File: config.mk
export PLATFORM = sky130hd
export DESIGN_NAME = controller
export DESIGN_NICKNAME = d
export VERILOG_FILES = /design/src/rtl/ctrl_pkg.sv /design/src/rtl/ctrl_imm_gen.sv /design/src/rtl/controller.sv
export SDC_FILE = /design/constraint.sdc
export NUM_CORES = 1
export LEC_CHECK = 0
export CELL_PAD_IN_SITES_DETAIL_PLACEMENT = 1
export CELL_PAD_IN_SITES_GLOBAL_PLACEMENT = 2
export CORE_MARGIN = 4
export CORE_UTILIZATION = 29
export CTS_CLUSTER_DIAMETER = 150
export DETAILED_ROUTE_END_ITERATION = 8
export PLACE_DENSITY = 0.93
export SETUP_SLACK_MARGIN = 0.15
export SLEW_MARGIN = 10
export SYNTH_ARGS = -nofsm -noshare
export SYNTH_HDL_FRONTEND = slang
export SYNTH_SLANG_ARGS = --single-unit
export TNS_END_PERCENT = 1
File: constraint.sdc
create_clock -name clk -period 10.68 [get_ports clk]
set_input_delay 2.136 -clock clk [delete_from_list [all_inputs] [get_ports clk]]
set_output_delay 2.136 -clock clk [all_outputs]
set_load 0.005 [all_outputs]
File: src/rtl/ctrl_pkg.sv
// Shared RV32I decode constants for the controller: opcodes, ALU function codes,
// memory access types and write-back source encodings.
package ctrl_pkg;

    localparam logic [6:0] OPC_LUI    = 7'b0110111;
    localparam logic [6:0] OPC_AUIPC  = 7'b0010111;
    localparam logic [6:0] OPC_JAL    = 7'b1101111;
    localparam logic [6:0] OPC_JALR   = 7'b1100111;
    localparam logic [6:0] OPC_BRANCH = 7'b1100011;
    localparam logic [6:0] OPC_LOAD   = 7'b0000011;
    localparam logic [6:0] OPC_STORE  = 7'b0100011;
    localparam logic [6:0] OPC_OPIMM  = 7'b0010011;
    localparam logic [6:0] OPC_OP     = 7'b0110011;

    typedef enum logic [3:0] {
        FS_ADD  = 4'b0000,
        FS_SLL  = 4'b0001,
        FS_SLT  = 4'b0010,
        FS_SLTU = 4'b0011,
        FS_XOR  = 4'b0100,
        FS_SRL  = 4'b0101,
        FS_OR   = 4'b0110,
        FS_AND  = 4'b0111,
        FS_SUB  = 4'b1000,
        FS_SRA  = 4'b1101
    } fs_t;

    // Load codes equal funct3; 000 doubles as "no access" for non-memory ops.
    localparam logic [2:0] MEM_NONE = 3'b000;
    localparam logic [2:0] MEM_SB   = 3'b011;
    localparam logic [2:0] MEM_SH   = 3'b110;
    localparam logic [2:0] MEM_SW   = 3'b111;

    localparam logic [1:0] WB_ALU = 2'b00;
    localparam logic [1:0] WB_MEM = 2'b01;
    localparam logic [1:0] WB_PC  = 2'b10;

    function automatic logic [2:0] store_mem_type(input logic [2:0] funct3);
        case (funct3)
            3'b000:  return MEM_SB;
            3'b001:  return MEM_SH;
            3'b010:  return MEM_SW;
            default: return MEM_NONE;
        endcase
    endfunction

endpackage

File: src/rtl/ctrl_imm_gen.sv
// Immediate extraction for RV32I: I/S/B/U/J formats, sign-extended to size.
module ctrl_imm_gen #(
    parameter int size = 32
) (
    input  logic [31:7]     instr,
    output logic [size-1:0] imm_i,
    output logic [size-1:0] imm_s,
    output logic [size-1:0] imm_b,
    output logic [size-1:0] imm_u,
    output logic [size-1:0] imm_j
);
    logic [31:0] raw_i, raw_s, raw_b, raw_u, raw_j;

    assign raw_i = {{20{instr[31]}}, instr[31:20]};
    assign raw_s = {{20{instr[31]}}, instr[31:25], instr[11:7]};
    assign raw_b = {{19{instr[31]}}, instr[31], instr[7], instr[30:25], instr[11:8], 1'b0};
    assign raw_u = {instr[31:12], 12'b0};
    assign raw_j = {{11{instr[31]}}, instr[31], instr[19:12], instr[20], instr[30:21], 1'b0};

    assign imm_i = size'($signed(raw_i));
    assign imm_s = size'($signed(raw_s));
    assign imm_b = size'($signed(raw_b));
    assign imm_u = size'($signed(raw_u));
    assign imm_j = size'($signed(raw_j));

endmodule

File: src/rtl/controller.sv
// Single-cycle RV32I control unit: PC register plus combinational decode.
// Define CTRL_ILLEGAL_HALT_EN to halt on unknown opcodes instead of treating them as NOPs.
module controller
    import ctrl_pkg::*;
#(
    parameter int size = 32
) (
    input  logic                     clk,
    input  logic                     reset,
    input  logic [31:0]              instruction,
    input  logic [size-1:0]          IMM_rs,
    input  logic                     Z,
    input  logic                     N,
    output logic [size-1:0]          PC_Addr,
    output logic [size-1:0]          PC_Save,
    output logic [size-1:0]          IMM_out,
    output logic [2:0]               Mem_type_sel,
    output logic [$clog2(size)-1:0]  A_select,
    output logic [$clog2(size)-1:0]  B_select,
    output logic [$clog2(size)-1:0]  D_addr,
    output logic                     we,
    output logic                     MR,
    output logic                     MD,
    output logic                     MB,
    output logic [3:0]               FS
);
    localparam int SEL_W = $clog2(size);

    logic [size-1:0] pc, pc_next, pc_plus4;
    logic [size-1:0] imm_i, imm_s, imm_b, imm_u, imm_j;
    logic [6:0]      opcode;
    logic [2:0]      funct3;
    logic            f7b5;
    logic [SEL_W-1:0] a_sel;
    logic [size-1:0] imm_o;
    logic [3:0]      fs;
    logic [2:0]      mem;
    logic [1:0]      wb;
    logic            mb, we_c, taken;
`ifdef CTRL_ILLEGAL_HALT_EN
    logic            illegal, halted;
`endif

    assign opcode   = instruction[6:0];
    assign funct3   = instruction[14:12];
    assign f7b5     = instruction[30];
    assign pc_plus4 = pc + size'(4);

    ctrl_imm_gen #(.size(size)) u_imm_gen (
        .instr (instruction[31:7]),
        .imm_i (imm_i),
        .imm_s (imm_s),
        .imm_b (imm_b),
        .imm_u (imm_u),
        .imm_j (imm_j)
    );

    always_comb begin
        a_sel   = SEL_W'(instruction[19:15]);
        imm_o   = '0;
        fs      = FS_ADD;
        mem     = MEM_NONE;
        wb      = WB_ALU;
        mb      = 1'b0;
        we_c    = 1'b0;
        taken   = 1'b0;
        pc_next = pc_plus4;
`ifdef CTRL_ILLEGAL_HALT_EN
        illegal = 1'b0;
`endif
        case (opcode)
            OPC_LUI: begin
                a_sel = '0;
                imm_o = imm_u;
                mb    = 1'b1;
                we_c  = 1'b1;
            end
            OPC_AUIPC: begin
                a_sel = '0;
                imm_o = pc + imm_u;
                mb    = 1'b1;
                we_c  = 1'b1;
            end
            OPC_JAL: begin
                a_sel   = '0;
                imm_o   = imm_j;
                wb      = WB_PC;
                we_c    = 1'b1;
                pc_next = pc + imm_j;
            end
            OPC_JALR: begin
                imm_o   = imm_i;
                mb      = 1'b1;
                wb      = WB_PC;
                we_c    = 1'b1;
                pc_next = {IMM_rs[size-1:1], 1'b0};
            end
            OPC_BRANCH: begin
                imm_o = imm_b;
                // Unsigned compares use SLTU, so "less than" shows up as a nonzero result.
                case (funct3)
                    3'b000:  begin fs = FS_SUB;  taken = Z;  end
                    3'b001:  begin fs = FS_SUB;  taken = !Z; end
                    3'b100:  begin fs = FS_SUB;  taken = N;  end
                    3'b101:  begin fs = FS_SUB;  taken = !N; end
                    3'b110:  begin fs = FS_SLTU; taken = !Z; end
                    3'b111:  begin fs = FS_SLTU; taken = Z;  end
                    default: taken = 1'b0;
                endcase
                if (taken)
                    pc_next = pc + imm_b;
            end
            OPC_LOAD: begin
                imm_o = imm_i;
                mb    = 1'b1;
                wb    = WB_MEM;
                we_c  = 1'b1;
                mem   = funct3;
            end
            OPC_STORE: begin
                imm_o = imm_s;
                mb    = 1'b1;
                mem   = store_mem_type(funct3);
            end
            OPC_OPIMM: begin
                imm_o = imm_i;
                mb    = 1'b1;
                we_c  = 1'b1;
                fs    = (funct3 == 3'b101 && f7b5) ? FS_SRA : {1'b0, funct3};
            end
            OPC_OP: begin
                fs   = {f7b5, funct3};
                we_c = 1'b1;
            end
            default: begin
`ifdef CTRL_ILLEGAL_HALT_EN
                illegal = 1'b1;
`endif
            end
        endcase
`ifdef CTRL_ILLEGAL_HALT_EN
        if (illegal || halted) begin
            we_c    = 1'b0;
            mem     = MEM_NONE;
            pc_next = pc;
        end
`endif
    end

    always_ff @(posedge clk or posedge reset) begin
        if (reset)
            pc <= '0;
        else
            pc <= pc_next;
    end

`ifdef CTRL_ILLEGAL_HALT_EN
    always_ff @(posedge clk or posedge reset) begin
        if (reset)
            halted <= 1'b0;
        else if (illegal)
            halted <= 1'b1;
    end
`endif

    assign PC_Addr      = {2'b00, pc[size-1:2]};
    assign PC_Save      = pc_plus4;
    assign IMM_out      = imm_o;
    assign Mem_type_sel = mem;
    assign A_select     = a_sel;
    assign B_select     = SEL_W'(instruction[24:20]);
    assign D_addr       = SEL_W'(instruction[11:7]);
    assign we           = we_c;
    assign MR           = wb[1];
    assign MD           = wb[0];
    assign MB           = mb;
    assign FS           = fs;

endmodule

==> flow_summary.toml, run 1 <==
[power]
power_density_nw_per_um2 = 205
p_total_w = 0.00174
p_leak_nw = 3.44
peakVddDrop_mv = 0.0674

[synthesis]
yosys.area.top_type = "dfrtp_1"
syn_area_per_cell_um2 = 7.28
yosys_warnings = 0
synthArstFlopShare_pct = 100
synth-edff-count = 0
synth_flop_cell = "dfrtp_1"
yosysTopAreaCellShare_pct = 12.3
postSynthCellCount = 866
syn_area_um2 = 6310
synth_area_leaders = "dfrtp_1 12%, ha_1 11%, a21oi_1 6.6%, xnor2_1 6.5%, nand2_1 5.2%"
synth-seq-cells = 31
ys_types = 74
seq_area_frac_synth_pct = 12.3

[critical_path]
crit_slowest_cell = "clkdlybuf4s50_1"
cp_max_fo = 10
timing.rr.end = "pc[25]"
cp-end-kind = "primary output"
rr_worst_depth = 11
r2r_start = "pc[8]"
cp.required_ps = 8540
crit_chain = "clkdlybuf4s50_1 > ha_1 > fa_1 > a41oi_1 > o221ai_1 > a31o_2 > a21o_1 > nand2_1 > a21oi_1 > a221oi_1 > nor4_1 > o41ai_2 > clkdlybuf4s50_1"
critPathLaunchType = "primary input"
cp_top_family = "compound AO/OA/AOI/OAI gates"
worstPathArrival_ps = 6430
slowest_delay_ps = 670
worst-setup-path-type = "primary input to primary output"
reg2reg_setup_slack_ps = 7180
crit_top_cell = "clkdlybuf4s50_1"
cp.buffers_inverters = 2

[placed_design]
dp_slack_ps = 2230
routabilityCongestion = 0.919
port_buffers = 185
hpwl_mm = 22.9

[grt]
grt_pass1_vias = 7575
grt_max_degree = 32
grt_use_total_pct = 23.5
grt_pass1_wl_mm = 44.9
overflow = 0
antenna_found_initial = 0

[timing]
fin_crit_ps = 8570
finalHoldViolCount = 0
tightest_slew_ps = 1200
setup_violations = 0
min_period_over_period_pct = 80.3
fmax_mhz = 117
fin_tns_setup_ps = 0
slew_violations = 0
slew_headroom_pct = 20.0
rsz0062_at_grt = "false"
worst_slack_ps = 2110
whs_ps = 679
skew_ps = 9.97

[min_path]
whs_endpoint = "pc[1]"
hp-start = "pc[1]"
hold_depth = 2
worstHoldPathType = "flop to flop"

[route]
m1WireLength_mm = 13.6
routedWlPerCell_um = 23.0
top_layer = "met4"
antenna_left = 0
viasPerCell = 5.87
dr.pass1.iters = 5
vias = 7558
wirelength_mm = 29.6
drt_iter0_markers = 609
wl_met3_mm = 2.25
drc_errors = 0
wl_met2_mm = 13.2

[final_layout]
n_fill_cell = 2622
post-route-util_pct = 39.9
layout-drive-gt1-share_pct = 4.45
reg.largest.list = "pc (31)"
diodes = 0
top_register = "pc"
final_nets = 1137
seqCellArea_um2 = 776
largest_register_ffs = 31
syn_to_final_growth_pct = 34.2
multi_input_area_um2 = 5150

[clocking]
cts_resized = 0
clk_latency_ps = 300
clock_tree.buffer_depth = 2
htree_levels = 2
cts_root_buffer = "clkbuf_16"
cts.sinks = 31
hold_buffers = 0
cts_tree = "yes"
numCtsBuffers = 5
cts_post_setup_buffers_inserted = 0
clk_pin_slew_worst_paths_ps = 70

[die]
dieArea_um2 = 24200
die_y_um = 155
die_w_um = 155
core_area_um2 = 21200
placementRows = 53
start_util_pct = 29.7
ios = 190

[run_status]
status = "completed"

[job]
cap_violations = 0
-- worst register-to-register path: stages, from the launching register on --
cell and delay, ps:
dfrtp_1 480, ha_1 500, nand4_1 160, a21oi_1 370, a211oi_1 120, buf_4 180
o211a_1 260, o21ai_0 500, and2_1 270, nand3_1 100, mux2_2 290, o221ai_1 170
-- synthesized netlist by cell type (14+ instances only) --
library cell	count
o21ai_0	65
clkbuf_1	35
nor2_1	58
nand2_1	87
nand3_1	36
a21oi_1	83
a22oi_1	14
a21o_1	23
xnor2_1	47
a222oi_1	14
xor2_1	33
nand2b_1	14
dfrtp_1	31
inv_1	24
buf_4	14
and3_1	17
a221oi_1	14
ha_1	55
-- logic make-up (layout without fill, tap and decap cells) --
family | Yosys count | in the layout | synth area share (%)
mux | 11 | 11 | 1.77
compound gates | 321 | 321 | 35.2
buf+inv | 87 | 231 | 6.37
simple gates | 277 | 277 | 21.3
flops | 31 | 31 | 12.3
fa+ha+maj | 58 | 58 | 11.9
other cells | 1 | 3 | 0.0594
xor+xnor | 80 | 80 | 11.1
-- cell type report --
class / count / area share, %
multi-input combinational: 750 / 60.8
timing repair buffer: 198 / 23.0
sequential: 31 / 9.16
tap: 275 / 4.06
clock buffer: 8 / 1.85
inverter: 25 / 1.11
-- cells in the final DEF, fill, tap and decap left out, types with 14 or more instances in the layout --
| cell type | Yosys | final |
|---|---|---|
| and3_1 | 17 | 17 |
| nand2b_1 | 14 | 14 |
| xnor2_1 | 47 | 47 |
| ha_1 | 55 | 55 |
| nor2_1 | 58 | 57 |
| xor2_1 | 33 | 33 |
| clkdlybuf4s50_1 | 0 | 185 |
| inv_1 | 24 | 24 |
| nand2_1 | 87 | 87 |
| a222oi_1 | 14 | 14 |
| a221oi_1 | 14 | 14 |
| a21o_1 | 23 | 23 |
| a22oi_1 | 14 | 14 |
| a21oi_1 | 83 | 83 |
| dfrtp_1 | 31 | 31 |
| nand3_1 | 36 | 36 |
| o21ai_0 | 65 | 65 |
-- report_power, final --
part           switching (W)  total (W)  internal, W
Sequential          0.000103   0.000263     0.000160
Combinational       0.000697    0.00131     0.000612
Clock              0.0000667   0.000166    0.0000997
Total               0.000867    0.00174     0.000872
-- through the flow --
stage,cells,area (um2)
4_1_cts,1287,8470
2_1_floorplan,868,6320
3_5_place_dp,1279,8310
5_1_grt,1287,8470
6_report,1287,8470
3_3_place_gp,1279,8310
-- routing by layer --
metal / global-route usage [%] / up-vias
li1: - / 3559
met1: 33.4 / 3677
met2: 38.0 / 295
met3: 3.56 / 27
met4: 4.59 / 0
met5: 0 / -
-- worst max path at each step --
| stage | start | end | slack (ps) | cells past startpoint |
|---|---|---|---|---|
| 2_1_floorplan | instruction[12] | IMM_out[30] | 4000 | 11 |
| 3_3_place_gp | instruction[12] | IMM_out[30] | 2310 | 13 |
| 3_5_place_dp | instruction[12] | IMM_out[30] | 2230 | 13 |
| 4_1_cts | instruction[12] | IMM_out[30] | 2210 | 13 |
| 5_1_grt | instruction[12] | IMM_out[30] | 1880 | 13 |
| 6_report | instruction[12] | IMM_out[30] | 2110 | 13 |
Power figures use the tool's default switching activity.
==> run 2, diff against run 1 <==
Settings changed: CORE_UTILIZATION 29 to 27, PLACE_DENSITY 0.93 to 0.88.
Clock period 10.68 ns to 8.5 ns, I/O delays scaled along.
==> run 2 against run 1 <==
Sequential cell count unchanged. Sequential power up 26%. Clock power up 14%. Combinational power up 26%. Cell count up 3.0%. Core utilization down 2.5 points. Die area up 7.0%. Global-route usage down 1.1 points. Sequential share of layout area about the same. Count of clock-buffer cells in the layout down 2. Critical endpoint unchanged. Largest power group unchanged.
==> flow_summary.toml, run 2 (same netlist as run 1, synthesis figures left out) <==
[timing]
min_period_over_period_pct = 89.5
tightest_slew_ps = 956
whs_ps = 647
rsz0062_at_grt = "false"
skew_ps = 7.64
slew_violations = 0
finalHoldViolCount = 0
fin_crit_ps = 7610
slew_headroom_pct = 36.3
fmax_mhz = 131
fin_tns_setup_ps = 0
setup_violations = 0

[die]
die_y_um = 161
dieArea_um2 = 25900
start_util_pct = 27.7
die_w_um = 161
ios = 190
placementRows = 55
core_area_um2 = 22800

[final_layout]
largest_register_ffs = 31
syn_to_final_growth_pct = 34.9
layout_commonest_cell = "clkdlybuf4s50_1"
final_cell_mix = "185 x clkdlybuf4s50_1, 87 x nand2_1, 83 x a21oi_1"
final_nets = 1140
reg.largest.list = "pc (31)"
top_register = "pc"
layout-drive-gt1-share_pct = 4.54
diodes = 0

[grt]
antenna_found_initial = 0
grt_use_total_pct = 22.5
overflow = 0
grt_pass1_wl_mm = 45.9
grt_pass1_vias = 7639
grt_max_degree = 32

[power]
p_leak_nw = 3.44
peakVddDrop_mv = 0.0795
power_density_nw_per_um2 = 255

[job]
cap_violations = 0

[route]
drt_iter0_markers = 476
drc_errors = 0
vias = 7584
antenna_left = 0
viasPerCell = 5.72
wirelength_mm = 30.1
dr.pass1.iters = 5
routedWlPerCell_um = 22.7

[critical_path]
cp_max_fo = 10
worst-setup-path-type = "primary input to primary output"
critPathLaunchType = "primary input"
cp.required_ps = 6800
cp-end-kind = "primary output"
worstPathArrival_ps = 5910

[clocking]
hold_buffers = 0
cts.sinks = 31
cts_resized = 0
cts_post_setup_buffers_inserted = 0
cts_root_buffer = "clkbuf_16"
clk_latency_ps = 300
cts_tree = "yes"
numCtsBuffers = 5
clk_pin_slew_worst_paths_ps = 60
clock_tree.buffer_depth = 2
htree_levels = 2

[placed_design]
port_buffers = 185
routabilityCongestion = 0.918
hpwl_mm = 23.2

[run_status]
status = "completed"

[min_path]
worstHoldPathType = "flop to flop"
-- run 2: cell count changes in the layout (fill, tap and decap cells not counted), sizes merged --
cell	before	now
buf	13	16
clkbuf	8	6
-- run 2: through the flow --
stage / total power (W) / util, % / setup slack, ps / cell area (um2) / instances
after floorplan: 0.00135 / - / 2690 / 6320 / 868
after global placement: 0.00193 / 36.8 / 994 / 8380 / 1320
after detailed placement: 0.00195 / 36.8 / 961 / 8380 / 1320
after CTS: 0.00216 / 37.4 / 921 / 8510 / 1326
after global routing: 0.00235 / 37.4 / 572 / 8510 / 1326
final: 0.00217 / 37.4 / 893 / 8510 / 1326
-- run 2: cell type report --
type / instances / area, um2
clock buffer: 6 / 129
fill: 2801 / 14300
inverter: 25 / 93.8
multi-input combinational: 750 / 5150
sequential: 31 / 776
tap: 313 / 392
timing repair buffer: 201 / 1970
-- run 2: worst max-delay path, stage by stage --
cell and delay [ps]:
clkdlybuf4s50_1 680, ha_1 390, fa_1 450, a41oi_1 250, o221ai_1 210, a31o_2 290, a21o_1 210, nand2_1 100
a21oi_1 100, a221oi_1 470, nor4_1 120, o41ai_2 350, clkdlybuf4s50_1 580
-- run 2: final timing paths --
| kind | start | to | slack (ps) | cells after the start |
|---|---|---|---|---|
| max in group asynchronous | reset | pc[8] | 6280 | 3 |
| setup / recovery | instruction[12] | IMM_out[30] | 890 | 13 |
| hold reg to reg | pc[1] | pc[1] | 650 | 2 |
| hold / removal | pc[1] | pc[1] | 650 | 2 |
| setup reg to reg | pc[1] | pc[29] | 5000 | 11 |
| min in group asynchronous | reset | pc[26] | 1850 | 3 |
-- run 2: report_power, final --
part	leakage (nW)	switching [W]	internal, W	total (W)
clock	0.0628	0.0000841	0.000106	0.000190
combinational	3.01	0.000877	0.000770	0.00165
sequential	0.363	0.000131	0.000201	0.000332
-- run 2: per-layer routing --
layer | global-route usage, % | routed length, um
met1 | 31.8 | 14200
met2 | 35.1 | 13100
met3 | 3.82 | 1980
met4 | 6.24 | 733
met5 | 0 | 0
